`config.mk`:
```
export PLATFORM = sky130hd
export DESIGN_NAME = morse_sequencer
export DESIGN_NICKNAME = d
export VERILOG_FILES = /design/src/rtl/morse_sequencer.sv
export SDC_FILE = /design/constraint.sdc
export NUM_CORES = 1
export LEC_CHECK = 0
export ABC_AREA = 1
export BUFFER_PORTS_ARGS = -buffer_cell sky130_fd_sc_hd__buf_2
export CAP_MARGIN = 20
export CORE_MARGIN = 3
export CORE_UTILIZATION = 53
export CTS_BUF_LIST = sky130_fd_sc_hd__clkbuf_4 sky130_fd_sc_hd__clkbuf_8 sky130_fd_sc_hd__clkbuf_16
export CTS_CLUSTER_DIAMETER = 200
export CTS_CLUSTER_SIZE = 8
export DETAILED_ROUTE_END_ITERATION = 7
export GPL_TIMING_DRIVEN = 0
export HOLD_SLACK_MARGIN = 0.12
export PLACE_DENSITY = 0.76
export SLEW_MARGIN = 5
export SYNTH_ARGS = -nofsm -noshare
export SYNTH_HDL_FRONTEND = slang
export SYNTH_SLANG_ARGS = --single-unit
```
`constraint.sdc`:
```
create_clock -name CLOCK_50 -period 6.3 [get_ports CLOCK_50]
set_input_delay 0 -clock CLOCK_50 [delete_from_list [all_inputs] [get_ports CLOCK_50]]
set_output_delay 0 -clock CLOCK_50 [all_outputs]
set_load 0.02 [all_outputs]
```
`src/rtl/morse_sequencer.sv`:
```
// Morse code beacon: buffers up to eight letters (J..Q) in a FIFO and keys
// them out on led, one Morse time unit being TICK_DIV clock cycles.
module morse_sequencer #(
    parameter int TICK_DIV = 25000000
) (
    input  logic       CLOCK_50,
    input  logic       reset,
    input  logic       wr_en,
    input  logic [2:0] wr_letter,
    input  logic       start,
    input  logic       abort,
    output logic       led,
    output logic       busy,
    output logic       done,
    output logic [3:0] count,
    output logic       full,
    output logic       empty
);

    localparam int PW = $clog2(TICK_DIV);
    localparam logic [PW-1:0] PRESC_MAX = PW'(TICK_DIV - 1);

    typedef enum logic [2:0] {
        S_IDLE,
        S_LOAD,
        S_MARK,
        S_GAP,
        S_LGAP,
        S_DONE
    } state_t;

    state_t        state_q, state_d;
    logic [2:0]    mem_q [8];
    logic [2:0]    mem_d [8];
    logic [2:0]    wr_ptr_q, wr_ptr_d;
    logic [2:0]    rd_ptr_q, rd_ptr_d;
    logic [3:0]    count_q, count_d;
    logic [PW-1:0] presc_q, presc_d;
    logic [1:0]    units_q, units_d;
    logic [3:0]    pat_q, pat_d;
    logic [2:0]    left_q, left_d;
    logic          led_q, led_d;
    logic          done_q, done_d;
    logic          tick;
    logic          wr_accept;

    // Returns {length, pattern}; pattern is left-aligned so bit 3 is the
    // symbol on air, 1 = dash.
    function automatic logic [6:0] symbol_lut(input logic [2:0] code);
        case (code)
            3'd0:    symbol_lut = {3'd4, 4'b0111}; // J .---
            3'd1:    symbol_lut = {3'd3, 4'b1010}; // K -.-
            3'd2:    symbol_lut = {3'd4, 4'b0100}; // L .-..
            3'd3:    symbol_lut = {3'd2, 4'b1100}; // M --
            3'd4:    symbol_lut = {3'd2, 4'b1000}; // N -.
            3'd5:    symbol_lut = {3'd3, 4'b1110}; // O ---
            3'd6:    symbol_lut = {3'd4, 4'b0110}; // P .--.
            default: symbol_lut = {3'd4, 4'b1101}; // Q --.-
        endcase
    endfunction

    assign full      = (count_q == 4'd8);
    assign empty     = (count_q == 4'd0);
    assign count     = count_q;
    assign busy      = (state_q != S_IDLE);
    assign led       = led_q;
    assign done      = done_q;
    assign tick      = (presc_q == PRESC_MAX);
    assign wr_accept = (state_q == S_IDLE) && wr_en && !full && !abort;

    always_comb begin
        state_d  = state_q;
        mem_d    = mem_q;
        wr_ptr_d = wr_ptr_q;
        rd_ptr_d = rd_ptr_q;
        count_d  = count_q;
        presc_d  = presc_q;
        units_d  = units_q;
        pat_d    = pat_q;
        left_d   = left_q;

        case (state_q)
            S_IDLE: begin
                if (start && (count_q != 4'd0 || wr_accept)) state_d = S_LOAD;
            end
            S_LOAD: begin
                {left_d, pat_d} = symbol_lut(mem_q[rd_ptr_q]);
                rd_ptr_d = rd_ptr_q + 3'd1;
                count_d  = count_q - 4'd1;
                state_d  = S_MARK;
            end
            S_MARK: begin
                // A dot ends on its first tick, a dash on its third.
                if (tick && (!pat_q[3] || units_q == 2'd2)) begin
                    if (left_q > 3'd1) begin
                        state_d = S_GAP;
                        pat_d   = {pat_q[2:0], 1'b0};
                        left_d  = left_q - 3'd1;
                    end else if (count_q != 4'd0) begin
                        state_d = S_LGAP;
                    end else begin
                        state_d = S_DONE;
                    end
                end
            end
            S_GAP: begin
                if (tick) state_d = S_MARK;
            end
            S_LGAP: begin
                if (tick && units_q == 2'd2) state_d = S_LOAD;
            end
            S_DONE: begin
                state_d = S_IDLE;
            end
            default: begin
                state_d = S_IDLE;
            end
        endcase

        if (wr_accept) begin
            mem_d[wr_ptr_q] = wr_letter;
            wr_ptr_d        = wr_ptr_q + 3'd1;
            count_d         = count_q + 4'd1;
        end

        if (abort) begin
            state_d  = S_IDLE;
            wr_ptr_d = 3'd0;
            rd_ptr_d = 3'd0;
            count_d  = 4'd0;
        end

        // Unit timing restarts on every state change so each unit is exact.
        if (state_d != state_q || !(state_q == S_MARK || state_q == S_GAP || state_q == S_LGAP)) begin
            presc_d = '0;
            units_d = 2'd0;
        end else if (tick) begin
            presc_d = '0;
            units_d = units_q + 2'd1;
        end else begin
            presc_d = presc_q + 1'b1;
        end

        led_d  = (state_d == S_MARK);
        done_d = (state_d == S_DONE);
    end

    always_ff @(posedge CLOCK_50) begin
        if (reset) begin
            state_q  <= S_IDLE;
            wr_ptr_q <= 3'd0;
            rd_ptr_q <= 3'd0;
            count_q  <= 4'd0;
            presc_q  <= '0;
            units_q  <= 2'd0;
            pat_q    <= 4'd0;
            left_q   <= 3'd0;
            led_q    <= 1'b0;
            done_q   <= 1'b0;
        end else begin
            state_q  <= state_d;
            wr_ptr_q <= wr_ptr_d;
            rd_ptr_q <= rd_ptr_d;
            count_q  <= count_d;
            presc_q  <= presc_d;
            units_q  <= units_d;
            pat_q    <= pat_d;
            left_q   <= left_d;
            led_q    <= led_d;
            done_q   <= done_d;
        end
    end

    always_ff @(posedge CLOCK_50) begin
        mem_q <= mem_d;
    end

endmodule

```
======== Word level (Yosys, flattened, before mapping) ========
Cells that the tools add are included.
storage, ports and cells
  register bits after elaboration ......... 73
  bits of input ports ..................... 8
  output and inout port bits .............. 9
  word-level logic and storage cells ...... 99
operators by class
  $add $sub $neg .......................... 7
  magnitude comparators ................... 4
  eq/ne operators ......................... 18
  muxes and demuxes ....................... 23
  bitwise logic cells ..................... 2
  reductions and logical operators ........ 27
operator list
  cell                     number
  $pmux W7 S7              1
  $mux W3                  11
  $add A25 B1 Y25 const B  1
  $eq A25 B25 Y1 const B   1
  $bwmux W24               1
  $mux W4                  4
  $eq A3 B2 Y1 const B     5
  $eq A3 B3 Y1 const B     5
  $pmux W3 S5              1
  $bmux W3 S3              1
  $demux W3 S3             1
  $ge A4 B4 Y1 const B     2
  $not A3 Y4               2
  $pmux W4 S2              1
  $logic_and A1 B1 Y1      7
  $add A3 B1 Y3 const B    2
  $eq A3 B1 Y1 const B     2
  $logic_not A3 Y1         2
  $pmux W3 S2              1
  $logic_or A1 B1 Y1       5
  $add A4 B1 Y4 const B    1
  $eq A4 B4 Y1 const B     1
  $logic_not A1 Y1         4
  $logic_not A4 Y1         1
  other kinds (15)         18

======== Longest topological paths before layout ========
  depth after elaboration ................. 12
  depth in mapped cells ................... 15
  gate-level depth less buffers ........... 15

======== Worst setup path after synthesis ========
Ideal clock, no wire load.
  kind .................................... register -> register
  start ................................... register count_q[1] (netlist: count[1])
  end ..................................... register count_q[3] (netlist: count[3])
  arrival time ............................ 2.329 ns
  required time ........................... 6.170 ns
  setup slack ............................. 3.840 ns
  stages on the path, launching flop included .. 13
  path through ............................ dfxtp_1 nor2_1 inv_1 nor3_1 nor2_1 inv_1 ha_1 a21oi_1 nand2_1 nand2_1 o21ai_0 o21ai_0 a21oi_1
on the way
  word-level cells in the longest chain between the ends .. 5
  elaborated cells on any way between the ends .. 9
  classes of those cells .................. 2 x add/sub; 1 x eq/ne; 2 x mux; 4 x reduce/logical
RTL lines
  item                                           RTL line  source
  from (decl)                                    37        logic [3:0] count_q, count_d;
  from (signal assigned)                         164       count_q <= count_d;
  $eq A4 B4 Y1 *                                 62        assign full = (count_q == 4'd8);
  net full                                       16        output logic full,
  $logic_not A1 Y1 *                             69        assign wr_accept = (state_q == S_IDLE) && wr_en && !full && !abort;
  $logic_and A1 B1 Y1 * (2 in series)            69
  $mux W4 or $reduce_bool A2 Y1 (tied branches)  n/a
The timed path passes the listed nets; every way through them passes the cells marked *. The select of a mux whose other input is x is not followed.
A chain may end at the register's enable or synchronous reset.

======== Final worst setup path ========
  start ................................... register state_q[0]
  end ..................................... register count_q[3] (netlist: count[3])
on the way
  word-level cells in the longest chain between the ends .. 5
  elaborated cells on any way between the ends .. 7
  classes of those cells .................. 1 x eq/ne; 1 x mux; 5 x reduce/logical
RTL lines
  item                                           RTL line  source
  from (decl)                                    32        state_t state_q, state_d;
  from (signal assigned)                         161       state_q <= state_d;
  $logic_not A3 Y1                               69
  $logic_and A1 B1 Y1 (3 in series)              69
  $mux W4 or $reduce_bool A2 Y1 (tied branches)  n/a
Several ways; a longest one is shown, not always the timed one.

==> impl_metrics.tcl <==
set metrics [dict create \
    area_delta_synth_final_pct 11.49 \
    cp-end-kind "flip-flop" \
    numPlacedInstances 555 \
    path_cells "inv_1 > nand2_1 > nor2_1 > nand2_1 > nor2_1 > inv_1 > ha_1 > a21oi_1 > nand2_1 > o21ai_0 > o21ai_0 > a21oi_1" \
    dp_hpwl_um 5202 \
    yosysWarnings 0 \
    start_kind "flip-flop" \
    crit_required_ns 6.59 \
    vias 2983 \
    numCtsBuffers 9 \
    synth_mux_area_frac 0 \
    fin_total_pwr_w 0.0009087 \
    io_buffers 15 \
    grt_use_met1 0.2486 \
    pin_count 17 \
    rsz0062_at_grt "false" \
    start_util 0.5619 \
    grt_max_degree 17 \
    hold_class "input port to flip-flop" \
    antenna_cells 0 \
    ys_ff_latch 73 \
    slowest_stage "nor2_1" \
    grt_overflow_total 0 \
    peakVddDrop_uv 150.9 \
    drtIter0Drc 179 \
    clk_pin_slew_worst_paths_ns 0.09 \
    layout_min_cycle_time_ns 2.543 \
    outcome "finished, final reports clean" \
    p_leak_nw 1.601 \
    finalCritPeriodShare 0.4037 \
    vias_per_cell 5.170 \
    cts_root_buffer "clkbuf_8" \
    regToRegEndpoint "count[3]" \
    powerDensity_nw_per_um2 222.1 \
    cts.htree.levels 3 \
    clk_latency_ns 0.36 \
    final-setup-viol-count 0 \
    syn_avg_cell_area_um2 7.926 \
    worstMarginPinSlew_ns 0.5626 \
    grt_util_met3 0.05069 \
    drive_gt1_frac 0.1420 \
    fp.dieH_um 89.21 \
    design.core.area_um2 6531 \
    antenna_found_initial 0 \
    slew_viol_final 0 \
    grt_pass1_vias 2636 \
    r2r_cells 12 \
    synth_common_cells "nand2_1, nor2_1, inv_1" \
    synthAdderAreaFrac 0.03273 \
    cts_tree "done" \
    synth-edff-count 24 \
    synth_top_family_by_area "simple AND/OR/NAND/NOR gates" \
    fin_nets 512 \
    gp_congestion 0.9204 \
    ctsHoldBuffers 6 \
    synthFlopType "dfxtp_1" \
    post_cts_buffers 0 \
    ctsResizeCount 0 \
    yosysTopAreaCellShare 0.2673 \
    finalWirelength_um 6986 \
    cts.path.max_buffers 2 \
    synth_compound_area_frac 0.08660 \
    synth.cell_area_um2 3670 \
    max_stage_delay_ns 0.39 \
    async_reset_ff_frac 0 \
    yosysSeqAreaShare 0.4637 \
    first_pass_iters 5 \
    syn_nets 480 \
    grt_pass1_wl_um 11870 \
    antenna_left 0 \
    final-hold-violation-count 0 \
    num_rows 29 \
    drcViolationCount 0 \
    busiest_layer "met2" \
    synth-simple-area-share 0.2857 \
    clkSinkCount 73 \
    arrival_ns 2.83 \
    netlist-cell-type-count 35 \
    synth_most_common_cell "nand2_1" \
    rr_startpoint "state_q[0]" \
    critical_path_class "flip-flop to flip-flop" \
    grt_usage 0.1928 \
    r2r_slack_ns 3.76 \
    fmax_mhz 393.2 \
    max_cap_viol_count 0 \
    dieArea_um2 7958 \
    dpl_worst_slack_ns 3.788 \
    hold-path-cell-count 7 \
    hold_path_end "wr_ptr_q[2]" \
    final_util 0.6264 \
    die-width_um 89.21 \
    synth_xor_area_frac 0.05489 \
    final_cells 577 \
    synth_top_area_cell "dfxtp_1" \
    cpMostUsedCell "nand2_1" \
    synth.area.top_cells "dfxtp_1, edfxtp_1, nand2_1, nor2_1, inv_1" \
    routedWlPerCell_um 12.11 \
    finClkSkew_ns 0.008465 \
    slew_headroom 0.6210 \
    min_from "wr_en" \
    tns_ns 0 \
    syn_inst 463 \
    setup_ws_ns 3.757 \
    cp_max_fo 7 \
    met2_usage 0.3128 \
]
==> state kept, by name, indices dropped and copies added (netlist names) <==
name	flops
state_q	3
count	4
presc_q	25
rd_ptr_q	3
done	1
units_q	2
mem_q	24
led	1
wr_ptr_q	3
pat_q	4
left_q	3
==> layout make-up <==
class	instances	area, µm²
Buffer	5	36.28
Clock buffer	9	123.9
Clock inverter	7	66.31
Fill cell	566	2440
Inverter	65	244.0
Multi-Input combinational cell	320	1688
Sequential cell	73	1702
Tap cell	77	96.34
Timing Repair Buffer	21	135.1
==> metal layers <==
layer	wire length, µm	vias to the layer above
li1	-	1553
met1	3369	1356
met2	3212	62
met3	290	12
met4	113	0
met5	0	-
==> cell families (layout without fill, tap and decap cells) <==
| group | Yosys count | after routing |
|---|---|---|
| simple gates | 229 | 229 |
| xor+xnor | 23 | 23 |
| flops | 73 | 73 |
| buf+inv | 70 | 107 |
| compound gates | 59 | 59 |
| fa+ha+maj | 9 | 9 |
==> worst max-delay path by stage <==
stage	startpoint	endpoint	slack [ns]	cells after the start
floorplan	count[1]	count[3]	3.84	12
global placement	state_q[0]	count[3]	3.92	12
detailed placement	state_q[0]	count[3]	3.79	12
CTS	state_q[0]	count[3]	3.77	12
global route	state_q[0]	count[3]	3.59	12
finish	state_q[0]	count[3]	3.76	12
==> critical path, delay by kind of cell, from the launching register on <==
| family | cells | cell delay (ns) |
|---|---|---|
| AO/OA/AOI/OAI | 4 | 0.58 |
| AND/OR/NAND/NOR | 5 | 0.82 |
| flip-flops | 1 | 0.34 |
| buffers and inverters | 2 | 0.37 |
| adder cells (fa/ha/maj) | 1 | 0.37 |
==> report_power, final <==
part           internal (W)  leakage [nW]  switching (W)
Sequential         0.000491         0.612     0.00000441
Clock              0.000155        0.0991       0.000202
Combinational     0.0000193         0.890      0.0000383
==> placed cells by master, fill, tap and decap left out, types with 2 or more instances in the layout <==
cell	count
nor2_1	65
nand2_1	87
edfxtp_1	24
o22ai_1	4
nor2_2	19
nor2_4	3
nand2_2	5
inv_6	4
dlygate4sd3_1	6
nand3_1	20
buf_2	17
a21oi_2	2
a21oi_1	21
xor2_1	21
xnor2_1	2
inv_8	2
dfxtp_1	49
clkbuf_8	9
inv_2	3
inv_1	61
nand4_1	7
ha_1	8
buf_6	2
nor3_1	17
o21ai_0	27
==> through the flow <==
stage / hold WS, ns / area, µm²
detailed placement: 0.2884 / 3841
global placement: 0.2833 / 3841
CTS: 0.2251 / 4091
floorplan: 0.09887 / 3670
global route: 0.2405 / 4091
finish: 0.2510 / 4091
Note: power is estimated with default switching activity, not from simulation.
